$ cat src/rtl/pipe_ctrl.sv
// Pipeline hazard controller: per-stage stall vector plus multi-cycle EX op FSM; PIPE_CTRL_PERF_EN adds an EX-stall counter.
// Latency: stall, mc_busy, mc_last and ex_hold are combinational from inputs and state; FSM and counter update on the next rising edge.
// Backpressure: stallreq_mem freezes the FSM and holds PC..MEM; flush overrides every request and abandons any op.
module pipe_ctrl (
  input  logic        clk,
  input  logic        rst,
  input  logic        flush,
  input  logic        stallreq_id,
  input  logic        stallreq_ex,
  input  logic        stallreq_mem,
  input  logic        mc_start,
  input  logic [5:0]  mc_cycles,
  output logic [5:0]  stall,
  output logic        mc_busy,
  output logic        mc_last,
  output logic [5:0]  mc_cnt,
  output logic [31:0] perf_stall_cnt
);

  typedef enum logic {
    IDLE = 1'b0,
    BUSY = 1'b1
  } state_t;

  state_t     state;
  state_t     state_nxt;
  logic [5:0] cnt_nxt;
  logic       mc_go;
  logic       ex_hold;

  always_ff @(posedge clk or negedge rst) begin
    if (!rst) begin
      state  <= IDLE;
      mc_cnt <= 6'd0;
    end else begin
      state  <= state_nxt;
      mc_cnt <= cnt_nxt;
    end
  end

  always_comb begin
    mc_busy = (state == BUSY);
    mc_last = (state == BUSY) && (mc_cnt == 6'd1);
    // zero-length ops never stall and never enter BUSY
    mc_go   = (state == IDLE) && mc_start && (mc_cycles != 6'd0);
    ex_hold = stallreq_ex || mc_go || (mc_busy && !mc_last);
  end

  always_comb begin
    state_nxt = state;
    cnt_nxt   = mc_cnt;
    if (flush) begin
      state_nxt = IDLE;
      cnt_nxt   = 6'd0;
    end else begin
      case (state)
        IDLE: begin
          if (mc_go && !stallreq_mem) begin
            state_nxt = BUSY;
            cnt_nxt   = mc_cycles;
          end
        end
        BUSY: begin
          if (!stallreq_mem) begin
            if (mc_cnt == 6'd1) begin
              state_nxt = IDLE;
              cnt_nxt   = 6'd0;
            end else begin
              cnt_nxt = mc_cnt - 6'd1;
            end
          end
        end
        default: begin
          state_nxt = IDLE;
          cnt_nxt   = 6'd0;
        end
      endcase
    end
  end

  always_comb begin
    stall = 6'b000000;
    if (!rst || flush) begin
      stall = 6'b000000;
    end else if (stallreq_mem) begin
      stall = 6'b011111;
    end else if (ex_hold) begin
      stall = 6'b001111;
    end else if (stallreq_id) begin
      stall = 6'b000111;
    end
  end

`ifdef PIPE_CTRL_PERF_EN
  logic [31:0] perf_q;

  always_ff @(posedge clk or negedge rst) begin
    if (!rst) begin
      perf_q <= 32'd0;
    end else if (stall[3] && (perf_q != 32'hFFFF_FFFF)) begin
      perf_q <= perf_q + 32'd1;
    end
  end

  assign perf_stall_cnt = perf_q;
`else
  assign perf_stall_cnt = 32'd0;
`endif

endmodule

$ cat config.mk
export PLATFORM = sky130hd
export DESIGN_NAME = pipe_ctrl
export DESIGN_NICKNAME = d
export VERILOG_FILES = /design/src/rtl/pipe_ctrl.sv
export SDC_FILE = /design/constraint.sdc
export NUM_CORES = 1
export LEC_CHECK = 0
export BUFFER_PORTS_ARGS = -buffer_cell sky130_fd_sc_hd__buf_2
export CORE_UTILIZATION = 35
export CTS_CLUSTER_DIAMETER = 120
export DETAILED_ROUTE_END_ITERATION = 10
export GPL_TIMING_DRIVEN = 0
export MAX_ROUTING_LAYER = met4
export PLACE_DENSITY = 0.66
export SYNTH_ARGS = -nofsm -noshare
export SYNTH_HDL_FRONTEND = slang
export SYNTH_SLANG_ARGS = --single-unit
$ cat constraint.sdc
create_clock -name clk -period 3.6 [get_ports clk]
set_clock_uncertainty 0.1 [all_clocks]
set_input_delay 1.08 -clock clk [delete_from_list [all_inputs] [get_ports clk]]
set_output_delay 1.08 -clock clk [all_outputs]
set_load 0.005 [all_outputs]
=== After elaboration in Yosys (flattened, before gate mapping) ===
Cells that the tools add are included.

* Add/subtract/negate cells: 1
* Eq/ne operators: 3
* Muxes and demuxes: 14
* Bitwise logic cells: 1
* Reductions and logical operators: 13

{| class="wikitable"
|+ Operators with widths
! kind !! number
|-
| 6-bit two-way mux || 4
|-
| 6-bit case mux with 2 select lines || 1
|-
| 5-bit two-way mux || 2
|-
| 6-bit by 1-bit equality test with 1-bit output (second input constant) || 1
|-
| 6-bit nonzero test || 1
|-
| 6-bit by 1-bit subtractor with 6-bit output (second input constant) || 1
|-
| 1-bit logical AND || 5
|-
| 1-bit two-way mux || 4
|-
| 4-bit two-way mux || 1
|-
| 1-bit logical NOT || 3
|-
| 1-bit logical OR || 3
|-
| 3-bit two-way mux || 1
|-
| 3-bit by 2-bit inequality test with 1-bit output (second input constant) || 1
|-
| 3-bit inequality test (second input constant) || 1
|-
| 1-bit case mux with 2 select lines || 1
|-
| 2-bit AND reduction || 1
|-
| 1-bit NOT || 1
|}

* Flip-flop bits (word level): 7
* Input bits: 13
* Word-level logic and storage cells: 34

=== Longest topological paths before layout ===
* Word-level depth: 8
* Depth in mapped cells: 6
* Depth with buffers taken out: 6

=== Least setup slack after synthesis ===
Ideal clock, no wire load.

* Path kind: input -> output
* Start: input mc_cycles[0]
* End: output stall[1]
* Data arrival time: 2.263 ns
* Required time: 2.420 ns
* Path slack: 0.157 ns
* Stages on the path: 5
* Path buffers: 1
* Cell sequence: or4_4 > o31ai_2 > o21ba_2 > a21oi_1 > buf_4

* Longest elaborated chain between the ends: 7

{| class="wikitable"
|+ RTL lines
! item !! RTL line !! source
|-
| start, declared || 12 || <nowiki>input logic [5:0] mc_cycles,</nowiki>
|-
| 6-bit nonzero test || 45 || <nowiki>mc_go = (state == IDLE) && mc_start && (mc_cycles != 6'd0);</nowiki>
|-
| 1-bit logical AND || 45 ||
|-
| 1-bit logical OR (2 in series) || 46 || <nowiki>ex_hold = stallreq_ex || mc_go || (mc_busy && !mc_last);</nowiki>
|-
| 4-bit two-way mux || 87 || <nowiki>end else if (ex_hold) begin</nowiki>
|-
| 5-bit two-way mux || 85 || <nowiki>end else if (stallreq_mem) begin</nowiki>
|-
| 5-bit two-way mux || 83 || <nowiki>if (!rst || flush) begin</nowiki>
|-
| end, declared || 13 || <nowiki>output logic [5:0] stall,</nowiki>
|}

No other way between the ends.

=== Worst setup path in the final report ===
* Start: input mc_cycles[1]
* End: output stall[1]

The elaborated chain is that of the path after synthesis.

==> results.py <==
metrics = {
    "power": {
        "ir_worst_vdd_uv": 156,
        "total_power_uw": 289,
        "power.leakage_uw": 0.000704,
        "power_density_nw_per_um2": 229,
    },
    "floorplan": {
        "initial_core_util": 0.378,
        "die_x_um": 51.3,
        "die-area_sq_um": 2640,
        "io_pins": 59,
        "num_rows": 17,
        "chipHeight_um": 51.3,
        "coreArea_sq_um": 2250,
    },
    "detailed_routing": {
        "wl_um": 1990,
        "final_antenna_net_count": 0,
        "firstDrtPassIters": 4,
        "avgRoutedWirePerCell_um": 10.1,
        "via_per_inst": 4.19,
        "initialDrtViolationCount": 17,
        "vias": 826,
        "drc": 0,
    },
    "setup_path": {
        "cp-start-kind": "input pin",
        "end_kind": "output pin",
        "critical_path_required_ns": 2.42,
        "path_max_fanout": 3,
        "worstPathArrival_ns": 2.42,
        "critPathKind": "input pin to output pin",
    },
    "finish": {
        "num_antenna_cells": 0,
        "area_delta_synth_final_pct": 48.2,
        "final_core_util": 0.560,
        "drive_above_1_share": 0.456,
        "finalNetCount": 185,
    },
    "logic_synthesis": {
        "yosysSeqAreaShare": 0.206,
        "ys_ff_latch": 7,
        "synthTopCellsByCount": "35 x buf_4, 9 x a21oi_1, 7 x dfrtp_1, 6 x nor2_1",
        "synth_cell_types": 34,
        "synthFlopType": "dfrtp_1",
        "yosys.area.top_type": "buf_4",
        "async_flop_share": 1.00,
        "yosys_warnings": 0,
        "yosysMostFrequentCell": "buf_4",
        "yosys-top-cells-area": "buf_4 31%, dfrtp_1 21%, a21oi_1 5.3%, o221ai_4 3.1%, a41oi_1 3.1%",
        "syn_area_sq_um": 852,
        "synth_top_area_share": 0.308,
        "synth_edf_count": 0,
        "avgSynthCellArea_sq_um": 8.27,
        "syn_inst": 103,
    },
    "sta": {
        "max_slew.worst_pin.slew_ns": 0.557,
        "relSlewSlack": 0.626,
        "max_freq_ghz": 0.277,
        "setup_ws_ns": -0.00447,
        "rsz0062_at_grt": "true",
        "period_minus_slack_ns": 3.60,
        "fin_crit_sh": 1.00,
        "final_hold_viol_count": 0,
        "hold-worst-slack_ns": 0.491,
        "setup_viol_count_final": 2,
        "drv_slew": 0,
    },
    "placement": {
        "numPortBuffers": 25,
        "place.gp.congestion": 0.860,
        "hpwlAfterDp_um": 1570,
        "place_ws_ns": -0.145,
    },
    "global_route": {
        "grt_pass1_vias": 688,
        "antenna_found_initial": 0,
        "grt_start_max_net_pins": 11,
        "grt-ovfl-total": 0,
        "grt_pass1_wl_um": 2970,
        "track_usage": 0.154,
    },
    "cts": {
        "clk_latency_ns": 0.24,
        "clock-sinks": 7,
        "clockRootBuffer": "clkbuf_4",
        "cts_tree": "yes",
        "numCtsBuffers": 3,
        "h-tree-depth": 1,
        "cts_hold_buf": 0,
        "clk_pin_slew_worst_paths_ns": 0.05,
        "clock_path_buffers": 2,
    },
    "status": {
        "violations": "negative setup slack",
        "status": "finished, violations left",
    },
    "flow_run": {
        "max_cap_viol_count": 0,
    },
    "hold_path": {
        "worstHoldPathType": "flip-flop to flip-flop",
    },
}
[kinds of logic (layout without fill, tap and decap cells)]
family	Yosys count	in the layout	synth area share
adders and majority gates	2	2	0.0294
and+or+nand+nor	25	25	0.166
other	1	33	0.00440
buffers and inverters	40	74	0.330
DFF	7	7	0.206
AOI/OAI and AO/OA	28	28	0.264
[cells in the final DEF, fill, tap and decap left out, drive strengths merged, types with 2 or more instances in the layout]
| cell | count |
|---|---|
| clkbuf | 5 |
| nor2 | 6 |
| buf | 65 |
| ha | 2 |
| conb | 33 |
| dfrtp | 7 |
| nand2 | 4 |
| a41oi | 3 |
| inv | 4 |
| o32ai | 2 |
| nand2b | 4 |
| a21oi | 9 |
| or3 | 3 |
| nor3 | 2 |
| o31ai | 2 |
[through the flow]
stage	TNS (ns)	cell area (sq um)	cells
2_1_floorplan	0	972	135
3_3_place_gp	-0.284	1130	188
3_5_place_dp	-0.322	1130	188
4_1_cts	-0.135	1240	195
5_1_grt	-0.122	1260	197
6_report	-0.00807	1260	197
[repair_timing]
| item | 4_1_cts | 5_1_grt |
|---|---|---|
| setup buffers | 3 | 2 |
| pin swaps | 3 | 3 |
| setup endpoints to repair | 3 | 4 |
| resized for setup | 10 | 2 |
[power breakdown]
group / internal, uW / switching (uW) / total [uW]
clock network: 42.1 / 25.3 / 67.4
registers: 84.4 / 8.59 / 93.0
logic: 68.9 / 60.1 / 129
total: 195 / 94.0 / 289
[registers in the layout (all words and copies together) (netlist names)]
register,cells
mc_busy,1
mc_cnt,6
[routing by layer]
layer	vias up	wire length, um	track usage
met1	354	856	0.186
met5	-	0	-
met2	39	984	0.252
met4	0	29	0.0766
li1	429	-	-
met3	4	120	0.0208
[layout make-up]
cell class                 count  area (sq um)
tap                           28          35.0
inverter                       4          15.0
clock buffer                   4          26.3
multi-input combinational     88           546
sequential                     7           175
fill                         226           992
timing repair buffer          30           191
buffer                        36           274
[worst max-delay path: stages]
cell and delay, ns:
buf_6 0.09, or4_4 0.55, o31ai_4 0.23, o21ba_4 0.19, a21oi_4 0.06, buf_6 0.12
buf_6 0.10
[path summary, 6_finish.rpt]
path                         startpoint         to  slack, ns  cells after the start
setup / recovery           mc_cycles[1]   stall[1]     -0.004                      7
hold / removal                mc_cnt[1]  mc_cnt[1]       0.49                      2
setup reg to reg              mc_cnt[2]  mc_cnt[3]       1.62                      5
hold reg to reg               mc_cnt[1]  mc_cnt[1]       0.49                      2
max in group asynchronous           rst  mc_cnt[0]       2.68                      1
min in group asynchronous           rst    mc_busy       0.56                      1
No activity file was read; power rests on OpenSTA's default activity.
